**config.mk**
```make
export PLATFORM = sky130hd
export DESIGN_NAME = sfp_i2c_target
export DESIGN_NICKNAME = d
export VERILOG_FILES = /design/src/rtl/sfp_i2c_pkg.sv /design/src/rtl/i2c_line_filter.sv /design/src/rtl/sfp_i2c_target.sv
export SDC_FILE = /design/constraint.sdc
export NUM_CORES = 1
export LEC_CHECK = 0
export BUFFER_PORTS_ARGS = -buffer_cell sky130_fd_sc_hd__buf_2
export CAP_MARGIN = 20
export CORE_MARGIN = 1
export CORE_UTILIZATION = 60
export DETAILED_ROUTE_END_ITERATION = 16
export PLACE_DENSITY = 0.83
export SLEW_MARGIN = 25
export SYNTH_ARGS = -nofsm -noshare
export SYNTH_HDL_FRONTEND = slang
export SYNTH_HIERARCHICAL = 1
export SYNTH_SLANG_ARGS = --single-unit
```
**constraint.sdc**
```tcl
create_clock -name clk -period 2.5 [get_ports clk]
set_input_delay 0.25 -clock clk [delete_from_list [all_inputs] [get_ports clk]]
set_output_delay 0.25 -clock clk [all_outputs]
set_load 0.02 [all_outputs]
```
**src/rtl/sfp_i2c_pkg.sv**
```systemverilog
// Shared types and constants for the SFP board-management I2C target.
// Holds the protocol FSM encoding, register map addresses and ctrl bit layout.
package sfp_i2c_pkg;

  typedef enum logic [3:0] {
    IDLE,
    ADDR,
    ADDR_ACK,
    PTR,
    PTR_ACK,
    WR,
    WR_ACK,
    RD,
    RD_ACK,
    IGNORE
  } i2c_state_e;

  localparam logic [2:0] REG_ID   = 3'd0;
  localparam logic [2:0] REG_SFP1 = 3'd1;
  localparam logic [2:0] REG_SFP2 = 3'd2;
  localparam logic [2:0] REG_CTRL = 3'd3;
  localparam logic [2:0] REG_LED  = 3'd4;
  localparam logic [2:0] REG_EVT  = 3'd5;

  localparam logic [7:0] CTRL_RESET = 8'h33;

  localparam int CTRL_SFP1_RS0     = 0;
  localparam int CTRL_SFP1_RS1     = 1;
  localparam int CTRL_SFP1_TX_DIS  = 2;
  localparam int CTRL_SFP2_RS0     = 4;
  localparam int CTRL_SFP2_RS1     = 5;
  localparam int CTRL_SFP2_TX_DIS  = 6;

  // Only the defined control bits are writable; bits 3 and 7 always read 0.
  localparam logic [7:0] CTRL_WR_MASK = 8'((1 << CTRL_SFP1_RS0) | (1 << CTRL_SFP1_RS1) |
                                           (1 << CTRL_SFP1_TX_DIS) | (1 << CTRL_SFP2_RS0) |
                                           (1 << CTRL_SFP2_RS1) | (1 << CTRL_SFP2_TX_DIS));

endpackage

```
**src/rtl/i2c_line_filter.sv**
```systemverilog
// Synchronizes one I2C pad line and accepts a new level only after FILTER_LEN
// consecutive stable samples; emits one-cycle rise/fall strobes with the level.
module i2c_line_filter #(
  parameter int FILTER_LEN = 4
) (
  input  logic clk,
  input  logic nrst,
  input  logic din,
  output logic level,
  output logic rise,
  output logic fall
);

  localparam int CW = $clog2(FILTER_LEN + 1);

  logic [1:0]    sync_reg;
  logic [CW-1:0] cnt_reg;
  logic          level_reg;
  logic          rise_reg;
  logic          fall_reg;

  // Idle bus is high, so the pipeline resets to 1 to avoid a false edge.
  always_ff @(posedge clk or negedge nrst) begin
    if (!nrst) begin
      sync_reg  <= 2'b11;
      cnt_reg   <= '0;
      level_reg <= 1'b1;
      rise_reg  <= 1'b0;
      fall_reg  <= 1'b0;
    end else begin
      sync_reg <= {sync_reg[0], din};
      rise_reg <= 1'b0;
      fall_reg <= 1'b0;
      if (sync_reg[1] == level_reg) begin
        cnt_reg <= '0;
      end else if (cnt_reg == CW'(FILTER_LEN - 1)) begin
        level_reg <= sync_reg[1];
        rise_reg  <= sync_reg[1];
        fall_reg  <= ~sync_reg[1];
        cnt_reg   <= '0;
      end else begin
        cnt_reg <= cnt_reg + CW'(1);
      end
    end
  end

  assign level = level_reg;
  assign rise  = rise_reg;
  assign fall  = fall_reg;

endmodule

```
**src/rtl/sfp_i2c_target.sv**
```systemverilog
// I2C target exposing SFP status/control pins as an 8-entry register file.
// Define SFP_I2C_TARGET_EVENT_EN to enable the sticky change-event register 0x05.
module sfp_i2c_target
  import sfp_i2c_pkg::*;
#(
  parameter logic [6:0] DEV_ADDR   = 7'h42,
  parameter logic [7:0] DEVICE_ID  = 8'hC1,
  parameter int         FILTER_LEN = 4
) (
  input  logic       clk,
  input  logic       nrst,
  input  logic       scl_i,
  input  logic       sda_i,
  output logic       sda_oe,
  input  logic       sfp1_mod_abs,
  input  logic       sfp1_rxlos,
  input  logic       sfp2_mod_abs,
  input  logic       sfp2_rxlos,
  output logic [7:0] ctrl,
  output logic [3:0] led
);

  logic scl_lvl, scl_rise, scl_fall;
  logic sda_lvl, sda_rise, sda_fall;

  i2c_line_filter #(.FILTER_LEN(FILTER_LEN)) u_scl_filt (
    .clk(clk), .nrst(nrst), .din(scl_i), .level(scl_lvl), .rise(scl_rise), .fall(scl_fall)
  );
  i2c_line_filter #(.FILTER_LEN(FILTER_LEN)) u_sda_filt (
    .clk(clk), .nrst(nrst), .din(sda_i), .level(sda_lvl), .rise(sda_rise), .fall(sda_fall)
  );

  logic start, stop;
  assign start = sda_fall & scl_lvl;
  assign stop  = sda_rise & scl_lvl;

  // Status order: [0] sfp1_mod_abs, [1] sfp1_rxlos, [2] sfp2_mod_abs, [3] sfp2_rxlos.
  logic [3:0] stat_async, stat_s;
  assign stat_async = {sfp2_rxlos, sfp2_mod_abs, sfp1_rxlos, sfp1_mod_abs};

  genvar gi;
  generate
    for (gi = 0; gi < 4; gi++) begin : g_stat_sync
      logic [1:0] s_reg;
      always_ff @(posedge clk or negedge nrst) begin
        if (!nrst) s_reg <= 2'b00;
        else       s_reg <= {s_reg[0], stat_async[gi]};
      end
      assign stat_s[gi] = s_reg[1];
    end
  endgenerate

  i2c_state_e state_reg, state_next;
  logic [2:0] bit_cnt_reg, bit_cnt_next;
  logic [6:0] shift_reg, shift_next;
  logic [6:0] tx_reg, tx_next;
  logic [2:0] ptr_reg, ptr_next;
  logic       rw_reg, rw_next;
  logic       ack_on_reg, ack_on_next;
  logic       sda_oe_reg, sda_oe_next;
  logic [7:0] ctrl_reg, ctrl_next;
  logic [3:0] led_reg, led_next;
  logic [7:0] rx_byte, rd_byte, evt_byte;
  logic       snap;

`ifdef SFP_I2C_TARGET_EVENT_EN
  logic [3:0] stat_prev_reg;
  logic [3:0] evt_reg;
  logic       evt_clr;
  assign evt_clr = snap & (ptr_reg == REG_EVT);

  // A change in the clearing cycle is OR-ed in after the clear, so it survives.
  always_ff @(posedge clk or negedge nrst) begin
    if (!nrst) begin
      stat_prev_reg <= 4'b0000;
      evt_reg       <= 4'b0000;
    end else begin
      stat_prev_reg <= stat_s;
      evt_reg       <= (evt_clr ? 4'b0000 : evt_reg) | (stat_s ^ stat_prev_reg);
    end
  end
  assign evt_byte = {2'b00, evt_reg[3:2], 2'b00, evt_reg[1:0]};
`else
  assign evt_byte = 8'h00;
`endif

  always_comb begin
    rd_byte = 8'h00;
    case (ptr_reg)
      REG_ID:   rd_byte = DEVICE_ID;
      REG_SFP1: rd_byte = {6'b0, stat_s[1], stat_s[0]};
      REG_SFP2: rd_byte = {6'b0, stat_s[3], stat_s[2]};
      REG_CTRL: rd_byte = ctrl_reg;
      REG_LED:  rd_byte = {4'b0, led_reg};
      REG_EVT:  rd_byte = evt_byte;
      default:  rd_byte = 8'h00;
    endcase
  end

  always_ff @(posedge clk or negedge nrst) begin
    if (!nrst) begin
      state_reg   <= IDLE;
      bit_cnt_reg <= '0;
      shift_reg   <= '0;
      tx_reg      <= '0;
      ptr_reg     <= '0;
      rw_reg      <= 1'b0;
      ack_on_reg  <= 1'b0;
      sda_oe_reg  <= 1'b0;
      ctrl_reg    <= CTRL_RESET;
      led_reg     <= '0;
    end else begin
      state_reg   <= state_next;
      bit_cnt_reg <= bit_cnt_next;
      shift_reg   <= shift_next;
      tx_reg      <= tx_next;
      ptr_reg     <= ptr_next;
      rw_reg      <= rw_next;
      ack_on_reg  <= ack_on_next;
      sda_oe_reg  <= sda_oe_next;
      ctrl_reg    <= ctrl_next;
      led_reg     <= led_next;
    end
  end

  // ack_on marks the second half of an ACK slot: driven (target ACK) or received (RD_ACK).
  always_comb begin
    state_next   = state_reg;
    bit_cnt_next = bit_cnt_reg;
    shift_next   = shift_reg;
    tx_next      = tx_reg;
    ptr_next     = ptr_reg;
    rw_next      = rw_reg;
    ack_on_next  = ack_on_reg;
    sda_oe_next  = sda_oe_reg;
    ctrl_next    = ctrl_reg;
    led_next     = led_reg;
    snap         = 1'b0;
    rx_byte      = {shift_reg, sda_lvl};

    if (start) begin
      state_next   = ADDR;
      bit_cnt_next = 3'd0;
      ack_on_next  = 1'b0;
      sda_oe_next  = 1'b0;
    end else if (stop) begin
      state_next  = IDLE;
      ack_on_next = 1'b0;
      sda_oe_next = 1'b0;
    end else begin
      case (state_reg)
        ADDR, PTR, WR: begin
          if (scl_rise) begin
            shift_next   = rx_byte[6:0];
            bit_cnt_next = bit_cnt_reg + 3'd1;
            if (bit_cnt_reg == 3'd7) begin
              ack_on_next = 1'b0;
              if (state_reg == ADDR) begin
                rw_next    = rx_byte[0];
                state_next = (rx_byte[7:1] == DEV_ADDR) ? ADDR_ACK : IGNORE;
              end else if (state_reg == PTR) begin
                ptr_next   = rx_byte[2:0];
                state_next = PTR_ACK;
              end else begin
                if (ptr_reg == REG_CTRL) ctrl_next = rx_byte & CTRL_WR_MASK;
                if (ptr_reg == REG_LED)  led_next  = rx_byte[3:0];
                ptr_next   = ptr_reg + 3'd1;
                state_next = WR_ACK;
              end
            end
          end
        end
        ADDR_ACK, PTR_ACK, WR_ACK: begin
          if (scl_fall) begin
            if (!ack_on_reg) begin
              sda_oe_next = 1'b1;
              ack_on_next = 1'b1;
            end else begin
              ack_on_next  = 1'b0;
              bit_cnt_next = 3'd0;
              if (state_reg == ADDR_ACK && rw_reg) begin
                snap        = 1'b1;
                tx_next     = rd_byte[6:0];
                sda_oe_next = ~rd_byte[7];
                ptr_next    = ptr_reg + 3'd1;
                state_next  = RD;
              end else begin
                sda_oe_next = 1'b0;
                state_next  = (state_reg == ADDR_ACK) ? PTR : WR;
              end
            end
          end
        end
        RD: begin
          if (scl_rise) begin
            bit_cnt_next = bit_cnt_reg + 3'd1;
            if (bit_cnt_reg == 3'd7) begin
              ack_on_next = 1'b0;
              state_next  = RD_ACK;
            end
          end else if (scl_fall) begin
            tx_next     = {tx_reg[5:0], 1'b0};
            sda_oe_next = ~tx_reg[6];
          end
        end
        RD_ACK: begin
          if (scl_rise) begin
            if (!sda_lvl) ack_on_next = 1'b1;
            else          state_next  = IGNORE;
          end else if (scl_fall) begin
            if (ack_on_reg) begin
              snap         = 1'b1;
              ack_on_next  = 1'b0;
              bit_cnt_next = 3'd0;
              tx_next      = rd_byte[6:0];
              sda_oe_next  = ~rd_byte[7];
              ptr_next     = ptr_reg + 3'd1;
              state_next   = RD;
            end else begin
              sda_oe_next = 1'b0;
            end
          end
        end
        default: ;
      endcase
    end
  end

  assign sda_oe = sda_oe_reg;
  assign ctrl   = ctrl_reg;
  assign led    = led_reg;

endmodule

```
==> results.ini <==
[detailed_routing]
drc=0
dr.pass1.iters=4
avgRoutedWirePerCell_um=16.54
antenna_left=0
vias_per_cell=5.963
drt_iter0_drc=373
vias=2248
wl_mm=6.237

[timing]
tightest_slew_ps=970.8
maxSlewHeadroom_pct=35.00
fmax_ghz=0.4414
setup_viol=0
hold_viol=0
fin_ws_ps=234.3
rsz0062_at_grt=false
setup-tns-final_ps=0
period_minus_slack_ps=2266
maxSlewViolCount=0
skew_ps=5.823
timing.final.crit_share_pct=90.63

[die]
io_pins=21
die_h_um=74
die_w_um=74
coreArea_um2=4848
start_util_pct=64.15
rows=25
die_area_um2=5476

[synthesis]
synthArstFlopShare_pct=100.0
synth_top_cell_area_share_pct=41.03
synth_warnings=6
yosys-top-cells-count=dfrtp_1 (51), nand2_1 (24), nor2_1 (21)
syn_inst=280
synthTopCellsByArea=dfrtp_1 (41%), dfstp_2 (8.4%), mux2_2 (6.2%), ha_1 (3.6%), nand2_1 (2.9%)
synth_cell_type_count=57
synthFlopType=dfrtp_1
synth_seq_area_share_pct=49.48
synth.avg_cell_area_um2=11.11
synth_top_area_cell=dfrtp_1
synth.most_common_cell=dfrtp_1
synth-seq-cells=61
syn_area_um2=3110
synth_edf_count=0

[power_and_ir_drop]
pwr_density_cell_nw_per_um2=885.3
leakage_nw=1.559
vdd_drop_max_uv=744.1

[critical_path]
crit_chain=or4b_4, nor2_1, o211ai_1, a21oi_1, a22o_1
cp_data_arrival_time_ps=2550
cp_max_fo=21
cp.required_ps=2780
crit_type=reg -> reg
cp_top_family=compound AO/OA/AOI/OAI gates
slowest_delay_ps=720
startpoint_type=flip-flop
crit_path_end_kind=flip-flop
worst_path_max_delay_cell=dfrtp_1
critPathBufInv=0

[placed_design]
hpwl_mm=4.315
io_buffers=18
dp_slack_ps=277.4
place.gp.congestion=0.9313

[grt]
grt_pass1_wl_mm=10.34
antenna_found_initial=0
overflow=0
grt_pass1_vias=2067
track_usage_pct=26.21
grt_max_degree=28

[finish]
final_layout_size_suffix_gt1_share_pct=25.16
post-route-util_pct=71.46
diodes=0
nets=322
n_fill_cell=330
area_growth_pct=11.38
largest_reg_flops=8

[clock_network]
htree_levels=3
cts_resized=0
ctsHoldBuffers=6
post_cts_buffers=0
cts_buffers=9
insertion_delay_ps=350
clk_path_buf_depth=2
tritoncts=built
clockRootBuffer=clkbuf_8
cts.sinks=61
path_clk_slew_ps=70

[hold_path]
hp-class=in -> reg

[run_status]
status=finished clean

[job]
drv_cap=0

[power breakdown]
group,internal [mW],leakage (nW),switching [mW]
registers,1.14,0.785,0.212
logic,0.390,0.682,0.482
clock network,0.458,0.0923,0.388
total,1.98,1.56,1.08
[through the flow]
| stage | instance area, um^2 | std cells | hold slack, ps | power (mW) |
|---|---|---|---|---|
| floorplan | 3114 | 281 | -45.59 | 2.013 |
| global placement | 3213 | 355 | 196.5 | 2.181 |
| detailed placement | 3213 | 355 | 201.1 | 2.220 |
| CTS | 3465 | 377 | 9.373 | 3.079 |
| global route | 3465 | 377 | 8.561 | 3.263 |
| finish | 3465 | 377 | 24.67 | 3.067 |
[layer usage]
metal  track usage [%]  part of all wire (%)  vias up  routed length (um)
met5                 0                     0        -                   0
met3             9.892                   7.0        7                 439
met2             38.69                    47       78                2930
li1                  -                     -     1086                   -
met4             7.906                   1.3        0                  82
met1             36.31                    45     1077                2784
[path summary, 6_finish.rpt]
check,from,endpoint,slack [ps],depth (start not counted)
setup / recovery,state_reg[3]$_DFFE_PN0P_,tx_reg[0]$_DFFE_PN0P_,230,5
hold / removal,sfp1_mod_abs,g_stat_sync[0].s_reg[0]$_DFF_PN0_,20,1
setup reg to reg,state_reg[3]$_DFFE_PN0P_,tx_reg[0]$_DFFE_PN0P_,230,5
hold reg to reg,g_stat_sync[2].s_reg[0]$_DFF_PN0_,g_stat_sync[2].s_reg[1]$_DFF_PN0_,350,0
max in group asynchronous,nrst,ctrl[1]$_DFFE_PN1P_,1410,3
min in group asynchronous,nrst,g_stat_sync[3].s_reg[0]$_DFF_PN0_,360,2
[layout by cell type (no fill, tap or decap), types with 4 or more instances in the layout]
cell / netlist / layout
a31oi_1: 9 / 9
o21ai_1: 7 / 7
nor2_1: 21 / 21
ha_1: 9 / 9
dlygate4sd3_1: 0 / 6
mux2i_1: 4 / 4
clkbuf_8: 0 / 9
mux2_2: 17 / 17
o21ai_0: 10 / 10
and3b_1: 4 / 4
mux2_4: 4 / 4
nand2_1: 24 / 24
nor3_1: 4 / 4
nor3b_1: 9 / 9
a21oi_1: 10 / 10
dfstp_2: 10 / 10
dfrtp_1: 51 / 51
buf_2: 6 / 18
nor2b_1: 4 / 4
nand3_1: 4 / 4
inv_1: 7 / 7
[final cells by class]
| type | count | area (um^2) | area share [%] |
|---|---|---|---|
| clock inverters | 6 | 63.81 | 1.842 |
| inverters | 7 | 26.28 | 0.7584 |
| multi-input cells | 199 | 1451 | 41.89 |
| well taps | 67 | 83.83 | 2.420 |
| flip-flops and latches | 61 | 1539 | 44.42 |
| repair buffers | 27 | 172.7 | 4.984 |
| clock buffers | 10 | 127.6 | 3.684 |
[cells by family (layout without fill, tap and decap cells)]
kind of cell | after synthesis | in the layout | share of synthesized area (%)
compound gates | 71 | 71 | 15.97
xor+xnor | 2 | 2 | 0.5633
buf+inv | 21 | 50 | 3.982
other cells | 1 | 2 | 0.1206
flops | 61 | 61 | 49.48
simple gates | 89 | 89 | 16.53
mux | 26 | 26 | 9.735
fa+ha+maj | 9 | 9 | 3.620
(Power assumes the default switching activity.)
